[config.mk]
export PLATFORM = sky130hd
export DESIGN_NAME = instr_sequencer_flat
export DESIGN_NICKNAME = d
export VERILOG_FILES = /design/src/rtl/seq_pkg.sv /design/src/rtl/instr_sequencer_if.sv /design/src/rtl/seq_counter.sv /design/src/rtl/instr_sequencer.sv /design/src/flat_wrapper.sv
export SDC_FILE = /design/constraint.sdc
export NUM_CORES = 1
export LEC_CHECK = 0
export BUFFER_PORTS_ARGS = -buffer_cell sky130_fd_sc_hd__buf_2
export CAP_MARGIN = 20
export CORE_UTILIZATION = 45
export CTS_CLUSTER_DIAMETER = 120
export DETAILED_ROUTE_END_ITERATION = 7
export GPL_ROUTABILITY_DRIVEN = 0
export PLACE_DENSITY = 0.82
export SLEW_MARGIN = 5
export SYNTH_ARGS = -nofsm -noshare
export SYNTH_HDL_FRONTEND = slang
export SYNTH_SLANG_ARGS = --single-unit
[constraint.sdc]
create_clock -name clk -period 1.9 [get_ports clk]
set_input_delay 0.475 -clock clk [delete_from_list [all_inputs] [get_ports clk]]
set_output_delay 0.475 -clock clk [all_outputs]
set_load 0.1 [all_outputs]
[src/rtl/seq_pkg.sv]
`default_nettype none
// ============================================================================
//  Module      : seq_pkg
//  Description : Shared state encoding, opcode/function constants and the
//                PC-source select codes for the instruction sequencer.
//  Revision    : 1.0  initial release
// ============================================================================
package seq_pkg;

   typedef enum logic [2:0] {
      FETCH   = 3'd0,
      DECODE  = 3'd1,
      EXEC    = 3'd2,
      MEMWAIT = 3'd3,
      WBACK   = 3'd4,
      STALL   = 3'd5,
      HALT    = 3'd6
   } state_t;

   typedef logic [1:0] pcsel_t;

   localparam logic [3:0] OP_ALU   = 4'b0000;
   localparam logic [3:0] OP_STALL = 4'b0111;
   localparam logic [3:0] OP_HALT  = 4'b1111;

   localparam logic [3:0] FN_FPM = 4'b0010;
   localparam logic [3:0] FN_MUL = 4'b0100;
   localparam logic [3:0] FN_DIV = 4'b0101;

   localparam pcsel_t PCSEL_INC = 2'b00;
   localparam pcsel_t PCSEL_BR  = 2'b01;
   localparam pcsel_t PCSEL_JMP = 2'b10;

   function automatic logic isMultiCycle(input logic [3:0] op, input logic [3:0] fn);
      return (op == OP_ALU) && ((fn == FN_FPM) || (fn == FN_MUL) || (fn == FN_DIV));
   endfunction

endpackage
`default_nettype wire

[src/rtl/instr_sequencer_if.sv]
`default_nettype none
// ============================================================================
//  Module      : instr_sequencer_if
//  Description : Decode inputs and datapath enables between the control unit,
//                the sequencer and the PC/IR/ALU/memory/regfile blocks.
//  Revision    : 1.0  initial release
// ============================================================================
interface instr_sequencer_if;
   import seq_pkg::*;

   logic [3:0]  Opcode;
   logic [3:0]  FunctCode;
   logic        Branch;
   logic        Jump;
   logic        MemRead;
   logic        MemWrite;
   logic        RegWrite;
   logic        BranchTaken;
   logic        AluDone;
   logic        MemReady;
   logic        Resume;
   logic        IRWrite;
   logic        AluStart;
   logic        MemReq;
   logic        RegWriteEn;
   logic        PCWrite;
   pcsel_t      PCSrcSel;
   logic        Halted;
   logic        MemErr;
   logic [15:0] RetireCnt;

   // Sequencer side
   modport master (
      input  Opcode, FunctCode, Branch, Jump, MemRead, MemWrite, RegWrite,
             BranchTaken, AluDone, MemReady, Resume,
      output IRWrite, AluStart, MemReq, RegWriteEn, PCWrite, PCSrcSel,
             Halted, MemErr, RetireCnt
   );

   // Datapath / control-unit side
   modport slave (
      output Opcode, FunctCode, Branch, Jump, MemRead, MemWrite, RegWrite,
             BranchTaken, AluDone, MemReady, Resume,
      input  IRWrite, AluStart, MemReq, RegWriteEn, PCWrite, PCSrcSel,
             Halted, MemErr, RetireCnt
   );

endinterface
`default_nettype wire

[src/rtl/seq_counter.sv]
`default_nettype none
// ============================================================================
//  Module      : seq_counter
//  Description : Load/increment/decrement counter with zero flag, shared by
//                the stall countdown and the memory-wait timeout.
//  Revision    : 1.0  initial release
// ============================================================================
module seq_counter #(
   parameter int CNT_W = 4
) (
   input  wire logic             clk,
   input  wire logic             rst_n,
   input  wire logic             i_load,
   input  wire logic [CNT_W-1:0] i_loadVal,
   input  wire logic             i_inc,
   input  wire logic             i_dec,
   output logic      [CNT_W-1:0] o_count,
   output logic                  o_zero
);

   localparam logic [CNT_W-1:0] c_ONE = CNT_W'(1);

   logic [CNT_W-1:0] r_count;

   // Load wins over inc, inc over dec
   always_ff @(posedge clk or negedge rst_n) begin
      if (!rst_n) begin
         r_count <= '0;
      end else if (i_load) begin
         r_count <= i_loadVal;
      end else if (i_inc) begin
         r_count <= r_count + c_ONE;
      end else if (i_dec) begin
         r_count <= r_count - c_ONE;
      end
   end

   assign o_count = r_count;
   assign o_zero  = (r_count == '0);

endmodule
`default_nettype wire

[src/rtl/instr_sequencer.sv]
`default_nettype none
// ============================================================================
//  Module      : instr_sequencer
//  Description : Multi-cycle FETCH/DECODE/EXEC/MEM/WB sequencer that holds the
//                PC through ALU waits, memory waits, stalls and halt.
//  Revision    : 1.0  initial release
// ============================================================================
module instr_sequencer
   import seq_pkg::*;
#(
   parameter int STALL_CYCLES = 4,
   parameter int MEM_TIMEOUT  = 15,
   parameter int CNT_W        = 4
) (
   input  wire logic         clk,
   input  wire logic         rst_n,
   instr_sequencer_if.master bus
);

   localparam logic [CNT_W-1:0] c_STALL_INIT   = CNT_W'(STALL_CYCLES - 1);
   localparam logic [CNT_W-1:0] c_TIMEOUT_LAST = CNT_W'(MEM_TIMEOUT - 1);

   state_t           r_state;
   state_t           w_nextState;
   logic             r_mc;
   logic             w_mcNext;
   logic             r_firstExec;
   pcsel_t           r_pcSel;
   pcsel_t           w_pcSelNow;
   logic             r_memErr;
   logic [15:0]      r_retireCnt;

   logic             w_pcWrite;
   pcsel_t           w_pcSrcSel;
   logic             w_aluStart;
   logic             w_setMemErr;
   logic             w_cntLoad;
   logic [CNT_W-1:0] w_cntLoadVal;
   logic             w_cntInc;
   logic             w_cntDec;
   logic [CNT_W-1:0] w_cntCount;
   logic             w_cntZero;

   seq_counter #(.CNT_W(CNT_W)) u_counter (
      .clk       (clk),
      .rst_n     (rst_n),
      .i_load    (w_cntLoad),
      .i_loadVal (w_cntLoadVal),
      .i_inc     (w_cntInc),
      .i_dec     (w_cntDec),
      .o_count   (w_cntCount),
      .o_zero    (w_cntZero)
   );

   // Jump outranks a taken branch
   assign w_pcSelNow = bus.Jump                      ? PCSEL_JMP :
                       (bus.Branch & bus.BranchTaken) ? PCSEL_BR  : PCSEL_INC;

   always_ff @(posedge clk or negedge rst_n) begin
      if (!rst_n) begin
         r_state     <= FETCH;
         r_mc        <= 1'b0;
         r_firstExec <= 1'b0;
         r_pcSel     <= PCSEL_INC;
         r_memErr    <= 1'b0;
         r_retireCnt <= 16'd0;
      end else begin
         r_state     <= w_nextState;
         r_mc        <= w_mcNext;
         r_firstExec <= (r_state == DECODE) && (w_nextState == EXEC);
         if (r_state == EXEC) begin
            r_pcSel <= w_pcSelNow;
         end
         if (w_setMemErr) begin
            r_memErr <= 1'b1;
         end
         if (w_pcWrite) begin
            r_retireCnt <= r_retireCnt + 16'd1;
         end
      end
   end

   always_comb begin
      w_nextState  = r_state;
      w_mcNext     = r_mc;
      w_pcWrite    = 1'b0;
      w_pcSrcSel   = PCSEL_INC;
      w_aluStart   = 1'b0;
      w_setMemErr  = 1'b0;
      w_cntLoad    = 1'b0;
      w_cntLoadVal = '0;
      w_cntInc     = 1'b0;
      w_cntDec     = 1'b0;

      case (r_state)
         FETCH: begin
            w_nextState = DECODE;
         end
         DECODE: begin
            if (bus.Opcode == OP_HALT) begin
               w_nextState = HALT;
            end else if (bus.Opcode == OP_STALL) begin
               w_nextState  = STALL;
               w_cntLoad    = 1'b1;
               w_cntLoadVal = c_STALL_INIT;
            end else begin
               w_nextState = EXEC;
               w_mcNext    = isMultiCycle(bus.Opcode, bus.FunctCode);
            end
         end
         EXEC: begin
            w_aluStart = r_firstExec & r_mc;
            if (!r_mc || bus.AluDone) begin
               if (bus.MemRead || bus.MemWrite) begin
                  w_nextState  = MEMWAIT;
                  w_cntLoad    = 1'b1;
                  w_cntLoadVal = '0;
               end else if (bus.RegWrite) begin
                  w_nextState = WBACK;
               end else begin
                  w_nextState = FETCH;
                  w_pcWrite   = 1'b1;
                  w_pcSrcSel  = w_pcSelNow;
               end
            end
         end
         MEMWAIT: begin
            // An ack in the final wait cycle still completes the access
            if (bus.MemReady) begin
               if (bus.MemRead) begin
                  w_nextState = WBACK;
               end else begin
                  w_nextState = FETCH;
                  w_pcWrite   = 1'b1;
                  w_pcSrcSel  = r_pcSel;
               end
            end else if (w_cntCount == c_TIMEOUT_LAST) begin
               w_setMemErr = 1'b1;
               w_nextState = FETCH;
               w_pcWrite   = 1'b1;
               w_pcSrcSel  = r_pcSel;
            end else begin
               w_cntInc = 1'b1;
            end
         end
         WBACK: begin
            w_nextState = FETCH;
            w_pcWrite   = 1'b1;
            w_pcSrcSel  = r_pcSel;
         end
         STALL: begin
            if (w_cntZero) begin
               w_nextState = FETCH;
               w_pcWrite   = 1'b1;
            end else begin
               w_cntDec = 1'b1;
            end
         end
         HALT: begin
            if (bus.Resume) begin
               w_nextState = FETCH;
               w_pcWrite   = 1'b1;
            end
         end
         default: begin
            w_nextState = FETCH;
         end
      endcase
   end

   // IRWrite is qualified so every output reads 0 while reset is asserted
   assign bus.IRWrite    = rst_n && (r_state == FETCH);
   assign bus.AluStart   = w_aluStart;
   assign bus.MemReq     = (r_state == MEMWAIT);
   assign bus.RegWriteEn = (r_state == WBACK);
   assign bus.PCWrite    = w_pcWrite;
   assign bus.PCSrcSel   = w_pcSrcSel;
   assign bus.Halted     = (r_state == HALT);
   assign bus.MemErr     = r_memErr;
   assign bus.RetireCnt  = r_retireCnt;

endmodule
`default_nettype wire
[src/flat_wrapper.sv]
// flat-port wrapper written by rule: the top's interface ports become plain ports
module instr_sequencer_flat import seq_pkg::*;
#(
   parameter int STALL_CYCLES = 4,
   parameter int MEM_TIMEOUT  = 15,
   parameter int CNT_W        = 4
)
  (clk, rst_n, bus_Opcode, bus_FunctCode, bus_Branch, bus_Jump, bus_MemRead, bus_MemWrite, bus_RegWrite, bus_BranchTaken, bus_AluDone, bus_MemReady, bus_Resume, bus_IRWrite, bus_AluStart, bus_MemReq, bus_RegWriteEn, bus_PCWrite, bus_PCSrcSel, bus_Halted, bus_MemErr, bus_RetireCnt);
  instr_sequencer_if bus_i ();
  input  wire logic clk;
  input  wire logic rst_n;
  input wire logic [$bits(bus_i.Opcode)-1:0] bus_Opcode;
  input wire logic [$bits(bus_i.FunctCode)-1:0] bus_FunctCode;
  input wire logic [$bits(bus_i.Branch)-1:0] bus_Branch;
  input wire logic [$bits(bus_i.Jump)-1:0] bus_Jump;
  input wire logic [$bits(bus_i.MemRead)-1:0] bus_MemRead;
  input wire logic [$bits(bus_i.MemWrite)-1:0] bus_MemWrite;
  input wire logic [$bits(bus_i.RegWrite)-1:0] bus_RegWrite;
  input wire logic [$bits(bus_i.BranchTaken)-1:0] bus_BranchTaken;
  input wire logic [$bits(bus_i.AluDone)-1:0] bus_AluDone;
  input wire logic [$bits(bus_i.MemReady)-1:0] bus_MemReady;
  input wire logic [$bits(bus_i.Resume)-1:0] bus_Resume;
  output wire logic [$bits(bus_i.IRWrite)-1:0] bus_IRWrite;
  output wire logic [$bits(bus_i.AluStart)-1:0] bus_AluStart;
  output wire logic [$bits(bus_i.MemReq)-1:0] bus_MemReq;
  output wire logic [$bits(bus_i.RegWriteEn)-1:0] bus_RegWriteEn;
  output wire logic [$bits(bus_i.PCWrite)-1:0] bus_PCWrite;
  output wire logic [$bits(bus_i.PCSrcSel)-1:0] bus_PCSrcSel;
  output wire logic [$bits(bus_i.Halted)-1:0] bus_Halted;
  output wire logic [$bits(bus_i.MemErr)-1:0] bus_MemErr;
  output wire logic [$bits(bus_i.RetireCnt)-1:0] bus_RetireCnt;
  assign bus_i.Opcode = bus_Opcode;
  assign bus_i.FunctCode = bus_FunctCode;
  assign bus_i.Branch = bus_Branch;
  assign bus_i.Jump = bus_Jump;
  assign bus_i.MemRead = bus_MemRead;
  assign bus_i.MemWrite = bus_MemWrite;
  assign bus_i.RegWrite = bus_RegWrite;
  assign bus_i.BranchTaken = bus_BranchTaken;
  assign bus_i.AluDone = bus_AluDone;
  assign bus_i.MemReady = bus_MemReady;
  assign bus_i.Resume = bus_Resume;
  assign bus_IRWrite = bus_i.IRWrite;
  assign bus_AluStart = bus_i.AluStart;
  assign bus_MemReq = bus_i.MemReq;
  assign bus_RegWriteEn = bus_i.RegWriteEn;
  assign bus_PCWrite = bus_i.PCWrite;
  assign bus_PCSrcSel = bus_i.PCSrcSel;
  assign bus_Halted = bus_i.Halted;
  assign bus_MemErr = bus_i.MemErr;
  assign bus_RetireCnt = bus_i.RetireCnt;
  instr_sequencer #(.STALL_CYCLES(STALL_CYCLES), .MEM_TIMEOUT(MEM_TIMEOUT), .CNT_W(CNT_W)) u_core (.clk(clk), .rst_n(rst_n), .bus(bus_i));
endmodule
==> impl_metrics.toml, run 1 <==
[floorplan]
dieArea_um2 = 3820
coreArea_um2 = 3390
rows = 21
initial_core_util_pct = 47.5
die-width_um = 61.8
die_y_um = 61.8
ios = 44

[clock_tree]
clk_latency_ns = 0.32
cts_tree = "done"
cts_hold_buffers = 0
clk_path_buf_depth = 2
clk_pin_slew_ns = 0.15
cts-root-buf = "clkbuf_4"
cts_buffers = 3
htree_levels = 1
clock_sinks = 28

[synthesis]
netlist.area_leader.share_pct = 43.5
synthArstFlopShare_pct = 100
synthCells = 156
synth-seq-cells = 28
yosys.area_share.simple_pct = 21.1
yosysWarnings = 0
syn-mean-instance-area_um2 = 10.3
synth_nets = 179
yosys.area_share.adder_pct = 3.57
synth_top_family_by_area = "simple AND/OR/NAND/NOR gates"
synth-edff-count = 0
muxShareOfSynthArea_pct = 2.64
ys_seq_area_share_pct = 43.5
synth_flop_cell = "dfrtp_1"
synth_xor_area_share_pct = 9.79
synth_compound_area_share_pct = 16.4
yosysMostFrequentCell = "dfrtp_1"
netlist_area_um2 = 1610
synth.area.top_cells = "dfrtp_1 44%, xnor2_1 9.8%, o2111ai_1 3.3%"
ys_top_cells_by_count = "28 x dfrtp_1, 18 x xnor2_1, 12 x nand2_1"
yosysUniqueCellTypes = 42
synth_area_leader_cell = "dfrtp_1"

[sta]
worst_pin_slew_ns = 0.488
finalCritPeriodShare_pct = 123
skew_ns = 0.00625
report.final.slew_viol_count = 0
finalHoldViolCount = 0
max_freq_ghz = 0.429
worst_slack_ns = -0.432
rsz0062_at_grt = "yes"
period_minus_slack_ns = 2.33
setup_viol = 7
slew_headroom_pct = 67.7

[placed_design]
hpwl_um = 2810
dp_cells = 267
io_buffers = 43

[critical_path]
critPathKind = "flip-flop to primary output"
required_ns = 1.42
start_kind = "flip-flop"
path_max_fanout = 4
r2r_cells = 9
cp_data_arrival_time_ns = 1.86
crit_path_end_kind = "primary output"

[detailed_routing]
drcViolationCount = 0
drtPass1Iterations = 4
routedWlPerCell_um = 14.7
final_antenna_net_count = 0
initialDrtViolationCount = 80
vias = 1534
routed_wl_um = 4130
drt-vias-per-instance = 5.48

[pwr]
p_leak_nw = 1.16
ir_worst_vdd_mv = 1.15
p_per_area_nw_per_um2 = 1570
finalPower_w = 0.00381

[outcome]
violations = "negative setup slack"
status = "finished, violations left"

[global_route]
track_usage_pct = 21.4
antenna_found_initial = 0
grt_start_max_net_pins = 29
grt_pass1_wl_um = 6050
grt_pass1_vias = 1423
grt_remaining_overflow = 0

[layout]
finalNetCount = 258
syn_to_final_growth_pct = 50.2
antenna_cells = 0
drive_gt1_share_pct = 52.1
fillCellCount = 240
stdcell_count = 280

[run]
drv_cap = 0

[hold_path]
hold_path.class = "input port to async pin"
final timing paths:
| kind | to | startpoint | slack [ns] |
|---|---|---|---|
| setup reg to reg | u_core.u_counter.o_count[3] | u_core.u_counter.o_count[0] | -0.17 |
| hold reg to reg | u_core.bus.MemErr | u_core.bus.MemErr | 0.49 |
| setup / recovery | bus_PCSrcSel[1] | u_core.u_counter.o_count[0] | -0.43 |
| hold / removal | u_core.bus.RetireCnt[9] | rst_n | 0.18 |
| min in group clk | u_core.r_pcSel[1] | bus_Jump | 0.40 |
| max in group asynchronous | u_core.bus.RetireCnt[8] | rst_n | 1.42 |
metrics by stage:
stage / cell area, um2 / utilization (%) / TNS, ns / hold slack (ns) / setup slack [ns]
final: 2420 / 71.4 / -1.84 / 0.179 / -0.432
after floorplan: 1680 / - / -0.688 / 0.179 / -0.218
after CTS: 2340 / 69.1 / -1.59 / 0.173 / -0.391
after global routing: 2420 / 71.4 / -2.89 / 0.191 / -0.508
after global placement: 2240 / 66.0 / -0.279 / 0.455 / -0.0995
after detailed placement: 2240 / 66.0 / -0.446 / 0.467 / -0.136
layout by cell type (no fill, tap or decap), drive strengths merged, types with 2 or more instances in the layout:
master    n
nor2b     2
nor3      4
o211ai    5
nand2b    5
a21o      2
xnor2    18
inv       4
nand2    12
o2111ai   6
mux2i     2
dfrtp    28
and2      2
nor2     12
and4      3
and3      3
ha        3
clkbuf    4
a21oi     4
or3       2
buf      78
nand3     4
nand3b    4
mux2      2
nor3b     3
o21ai    10
state kept, by name (all words and copies together) (netlist names):
register	flops
u_core.u_counter.o_count	4
u_core.r_state	3
u_core.r_firstExec	1
u_core.r_mc	1
u_core.bus.MemErr	1
u_core.bus.RetireCnt	16
u_core.r_pcSel	2
layer usage:
layer / track usage (%) / up-vias / routed length (um) / share of wire [%]
li1: - / 726 / - / -
met5: 0 / - / 0 / 0
met3: 2.69 / 4 / 144 / 3.5
met4: 7.62 / 0 / 31 / 0.75
met2: 39.3 / 50 / 2170 / 53
met1: 25.5 / 754 / 1780 / 43
power by group:
part           internal [W]  total, W  switching [W]  leakage [nW]
sequential         0.000773  0.000939       0.000166         0.345
combinational       0.00104   0.00262        0.00158         0.796
clock             0.0000820  0.000248       0.000166        0.0150
kinds of logic after synthesis:
group                    count (synthesis)
XOR/XNOR                                18
multiplexers                             4
adder cells (fa/ha/maj)                  4
AO/OA/AOI/OAI                           33
buffers and inverters                    9
AND/OR/NAND/NOR                         60
flip-flops                              28
worst max-delay path: stages (launching register included):
cell      delay [ns]
dfrtp_1         0.41
nand4b_1        0.23
or3_4           0.39
o311ai_4        0.12
a32o_4          0.22
buf_12          0.17
repair_timing:
action | in CTS | in global routing
gates resized for setup | 16 | 12
pin swaps | 10 | 10
endpoints found under the setup margin | 9 | 15
setup buffers | 4 | 7
endpoints found under the hold margin | 0 | 0
final cells by class:
| type | count | area, um2 | share of cell area (%) |
|---|---|---|---|
| flip-flops and latches | 28 | 726 | 30.0 |
| well taps | 46 | 57.6 | 2.38 |
| clock buffers | 4 | 26.3 | 1.09 |
| inverters | 5 | 22.5 | 0.931 |
| repair buffers | 78 | 628 | 26.0 |
| multi-input cells | 119 | 958 | 39.6 |
Power figures use the tool's default switching activity.
==> inputs of run 2 (changes only) <==
- RECOVER_POWER: default -> 100
==> run 2 against run 1 <==
Effect of this change: the flow finishes with violations (max-capacitance violations, max-slew violations, negative setup slack); utilization down 0.15 points; count of clock-buffer cells in the layout unchanged; wire length about the same; sequential cell count unchanged.
==> impl_metrics.toml, run 2 (synthesized netlist as in run 1, its figures left out) <==
[detailed_routing]
drt-vias-per-instance = 5.44
routedWlPerCell_um = 14.8
highest_layer = "met4"
wl_met2_um = 2170
initialDrtViolationCount = 70
routed_wl_um = 4130
final_antenna_net_count = 0
vias = 1522
wl_met1_um = 1760
routed-wl-met3_um = 175
drtPass1Iterations = 4
drcViolationCount = 0

[critical_path]
critPathKind = "flip-flop to primary output"
slowest_stage = "dfrtp_1"
slowest_delay_ns = 0.41
crit-reg2reg-launch = "u_core.u_counter.o_count[0]"
cp_data_arrival_time_ns = 1.86
cp_cell_sequence = "nand4b_1 -> or3_4 -> o311ai_4 -> a32o_4 -> buf_12"
crit_family = "simple AND/OR/NAND/NOR gates"
crit_start = "u_core.u_counter.o_count[0]"
path_max_fanout = 4
crit_path_end_kind = "primary output"
start_kind = "flip-flop"
critPathBufInv = 1
required_ns = 1.42

[floorplan]
die-width_um = 61.8
rows = 21
initial_core_util_pct = 47.5
coreArea_um2 = 3390
die_y_um = 61.8
ios = 44
dieArea_um2 = 3820

[global_route]
antenna_found_initial = 0
grt_pass1_wl_um = 6050
grt_start_max_net_pins = 29
grt_remaining_overflow = 0
track_usage_pct = 21.4
grt_pass1_vias = 1423

[clock_tree]
cts_buffers = 3
clk_pin_slew_ns = 0.15
clock_sinks = 28
cts-root-buf = "clkbuf_4"
cts_hold_buffers = 0
clk_path_buf_depth = 2
clk_latency_ns = 0.32
htree_levels = 1
cts_tree = "done"

[placed_design]
hpwl_um = 2810
pre_cts_slack_ns = -0.136
io_buffers = 43

[sta]
skew_ns = 0.00591
slew_headroom_pct = -1.81
report.final.slew_viol_count = 29
finalCritPeriodShare_pct = 123
worst_pin_slew_ns = 1.53
worst_slack_ns = -0.436
max_freq_ghz = 0.428
period_minus_slack_ns = 2.34
setup_viol = 10
rsz0062_at_grt = "yes"
finalHoldViolCount = 0

[outcome]
status = "finished, violations left"
violations = "max-capacitance violations, max-slew violations, negative setup slack"

[layout]
multi_input_area_um2 = 958
ff_latch_area_um2 = 726
finish.utilization_pct = 71.2
drive_gt1_share_pct = 51.3
final_common_cell = "buf_2"
fillCellCount = 241
antenna_cells = 0
mostFrequentLayoutCells = "34 x buf_2, 26 x buf_4, 18 x xnor2_1"
finalNetCount = 258
syn_to_final_growth_pct = 49.9
largest_reg_flops = 16

[hold_path]
hold_path.class = "input port to flip-flop"
hold_start = "bus_Jump"

[run]
drv_cap = 1

[pwr]
ir_worst_vdd_mv = 1.15
p_per_area_nw_per_um2 = 1580
p_leak_nw = 1.15
[run 2: cell count changes in the layout (fill, tap and decap cells not counted), sizes merged]
| cell | before | now |
|---|---|---|
| clkbuf | 4 | 6 |
| buf | 78 | 76 |
[run 2: worst reg2reg max path, cell delays in order (launching register included)]
cell	delay [ns]
dfrtp_1	0.41
nand4b_1	0.24
buf_4	0.18
nand3b_1	0.14
ha_1	0.26
a21o_1	0.17
a21oi_2	0.14
mux2i_1	0.24
xnor2_1	0.14
nor2_1	0.05
[run 2: cell type report]
cell class,count,area share [%]
clock buffer,4,1.09
inverter,5,0.933
sequential,28,30.1
tap,46,2.38
multi-input combinational,119,39.7
timing repair buffer,78,25.8
[run 2: stage by stage]
stage               instances  setup TNS [ns]  total power (W)  hold slack, ns  instance area, um2
floorplan                 156          -0.688          0.00248           0.179                1680
global placement          267          -0.279          0.00319           0.455                2240
detailed placement        267          -0.446          0.00324           0.467                2240
CTS                       275           -1.59          0.00364           0.173                2340
global route              280           -4.44          0.00400           0.403                2410
finish                    280           -1.85          0.00380           0.399                2410
[run 2: power breakdown]
| part | internal [W] | total, W | switching [W] |
|---|---|---|---|
| Clock | 0.0000820 | 0.000249 | 0.000167 |
| Combinational | 0.00104 | 0.00261 | 0.00157 |
| Sequential | 0.000773 | 0.000940 | 0.000167 |
| Total | 0.00189 | 0.00380 | 0.00191 |
[run 2: path summary, 6_finish.rpt]
check,endpoint,slack (ns),cells past startpoint
min in group asynchronous,u_core.bus.RetireCnt[3],0.67,2
max reg2reg,u_core.u_counter.o_count[3],-0.17,9
min,u_core.r_pcSel[1],0.40,3
min reg2reg,u_core.bus.MemErr,0.49,1
max,bus_PCSrcSel[1],-0.44,5
max in group asynchronous,u_core.bus.RetireCnt[8],0.15,2
[run 2: layer usage]
layer  GRT usage (%)  up-vias
met5               0        -
met4            7.62        0
met1            25.5      739
met2            39.3       54
li1                -      725
met3            2.69        4
[run 2: what timing repair did]
item                                    in CTS  in global routing
setup buffers                                4                  7
pin swaps                                   10                 10
gates resized for setup                     16                 12
endpoints found under the setup margin       9                 15
==> inputs of run 3 (changes only) <==
- CELL_PAD_IN_SITES_DETAIL_PLACEMENT: default -> 0
- CELL_PAD_IN_SITES_GLOBAL_PLACEMENT: default -> 1
- CORE_UTILIZATION: 45 -> 35
- PLACE_DENSITY: 0.82 -> 0.83
==> run 3 against run 2 <==
Effect of this change: the run ends with negative setup slack left; combinational power fell by 2%; worst hold slack better by 0.025 ns; sequential power is essentially flat; sequential share of layout area down 0.54 points; total power grew 4.9%; register-to-register slack improved by 0.11 ns; critical endpoint unchanged; largest power group unchanged.
==> impl_metrics.toml, run 3 (synthesized netlist as in run 1, its figures left out) <==
[outcome]
status = "finished, violations left"
violations = "negative setup slack"

[hold_path]
hold_path.class = "input port to flip-flop"
hold_start = "bus_Jump"
whs_endpoint = "u_core.r_pcSel[1]"
whs_path_depth = 3

[critical_path]
slowest_delay_ns = 0.40
rr_endpoint = "u_core.u_counter.o_count[3]"
crit_family = "simple AND/OR/NAND/NOR gates"
ff2ff_setup_slack_ns = -0.06
critPathBufInv = 1
start_kind = "flip-flop"
crit-reg2reg-launch = "u_core.r_state[2]"
cp_data_arrival_time_ns = 1.78
r2r_cells = 8
slowest_stage = "dfrtp_1"
cp_cell_sequence = "nand4b_1 -> or3_4 -> o311ai_4 -> a32o_4 -> buf_12"
critPathKind = "flip-flop to primary output"
crit_path_end_kind = "primary output"
required_ns = 1.42
path_max_fanout = 4

[clock_tree]
clk_pin_slew_ns = 0.10
htree_levels = 1
clock_sinks = 28
cts_buffers = 3
cts_tree = "done"
cts-root-buf = "clkbuf_8"
clk_latency_ns = 0.28
clk_path_buf_depth = 2

[detailed_routing]
drtPass1Iterations = 4
highest_layer = "met4"
vias = 1455
wl_met1_um = 1770
routed_wl_um = 3850
initialDrtViolationCount = 86
drcViolationCount = 0
final_antenna_net_count = 0
drt-vias-per-instance = 5.11
routedWlPerCell_um = 13.5
routed-wl-met3_um = 186
wl_met2_um = 1850

[sta]
setup_viol = 7
slew_headroom_pct = 53.2
report.final.slew_viol_count = 0
tns_ns = -1.39
worst_slack_ns = -0.356
whs_ns = 0.424
period_minus_slack_ns = 2.26
rsz0062_at_grt = "yes"
worst_pin_slew_ns = 0.702
finalCritPeriodShare_pct = 119
max_freq_ghz = 0.443
skew_ns = 0.00133
finalHoldViolCount = 0

[floorplan]
dieArea_um2 = 4880
rows = 24
initial_core_util_pct = 36.7
die_y_um = 69.8
ios = 44
die-width_um = 69.8
coreArea_um2 = 4380

[placed_design]
io_buffers = 43
pre_cts_slack_ns = -0.114
hpwl_um = 2860
dp_cells = 276

[layout]
multi_input_area_um2 = 967
finalNetCount = 257
ff_latch_area_um2 = 726
drive_gt1_share_pct = 52.4
syn_to_final_growth_pct = 52.6
largest_reg_flops = 16
mostFrequentLayoutCells = "26 x buf_4, 23 x buf_2, 17 x xnor2_1"
final_common_cell = "buf_4"
stdcell_count = 285
fillCellCount = 400
antenna_cells = 0

[global_route]
antenna_found_initial = 0
grt_start_max_net_pins = 29
grt_pass1_wl_um = 6350
grt_remaining_overflow = 0
grt_pass1_vias = 1398
track_usage_pct = 16.2

[pwr]
p_per_area_nw_per_um2 = 1620
ir_worst_vdd_mv = 0.789
p_leak_nw = 1.17

[run]
drv_cap = 0
==> run 3: what timing repair did <==
item / in CTS / in global routing
resized for setup: 13 / 14
buffers inserted: 2 / 4
hold buffers: 0 / 0
setup endpoints to repair: 8 / 14
pin swaps: 4 / 8
==> run 3: worst max path at each step <==
stage / from / end / slack (ns) / cells after the start
floorplan: u_core.r_state[2] / bus_PCSrcSel[1] / -0.22 / 5
finish: u_core.u_counter.o_count[0] / bus_PCSrcSel[1] / -0.36 / 5
detailed placement: bus_MemReady / u_core.u_counter.o_count[3] / -0.11 / 9
CTS: u_core.u_counter.o_count[0] / bus_PCSrcSel[1] / -0.38 / 5
global route: u_core.u_counter.o_count[0] / bus_PCSrcSel[1] / -0.43 / 5
global placement: bus_MemReady / bus_PCSrcSel[1] / -0.08 / 5
==> run 3: through the flow <==
step	cell area, um2	utilization [%]	total power, W
6_report	2460	56.1	0.00399
2_1_floorplan	1680	-	0.00248
3_3_place_gp	2270	51.7	0.00323
3_5_place_dp	2270	51.7	0.00325
4_1_cts	2400	54.7	0.00387
5_1_grt	2460	56.1	0.00420
==> run 3: cell type report <==
class,instances,area share [%]
inverter,5,0.916
clock buffer,3,1.68
clock inverter,1,1.22
sequential,28,29.5
tap,52,2.65
timing repair buffer,77,24.6
multi-input combinational,119,39.4
==> run 3: report_power, final <==
part | leakage (nW) | internal, W | total, W | switching (W)
combinational | 0.788 | 0.00104 | 0.00257 | 0.00153
clock | 0.0357 | 0.000282 | 0.000476 | 0.000193
sequential | 0.345 | 0.000774 | 0.000940 | 0.000166
==> run 3: worst register-to-register path, delay by kind of cell (launching register included) <==
kind / cells / cell delay (ns)
compound gates: 2 / 0.29
xor+xnor: 1 / 0.14
fa+ha+maj: 1 / 0.31
flops: 1 / 0.40
mux: 1 / 0.23
simple gates: 3 / 0.46
==> run 3: layer usage <==
layer,track usage (%),vias up
met2,27.0,46
met3,4.07,4
li1,-,721
met4,4.00,0
met1,21.1,684
met5,0,-
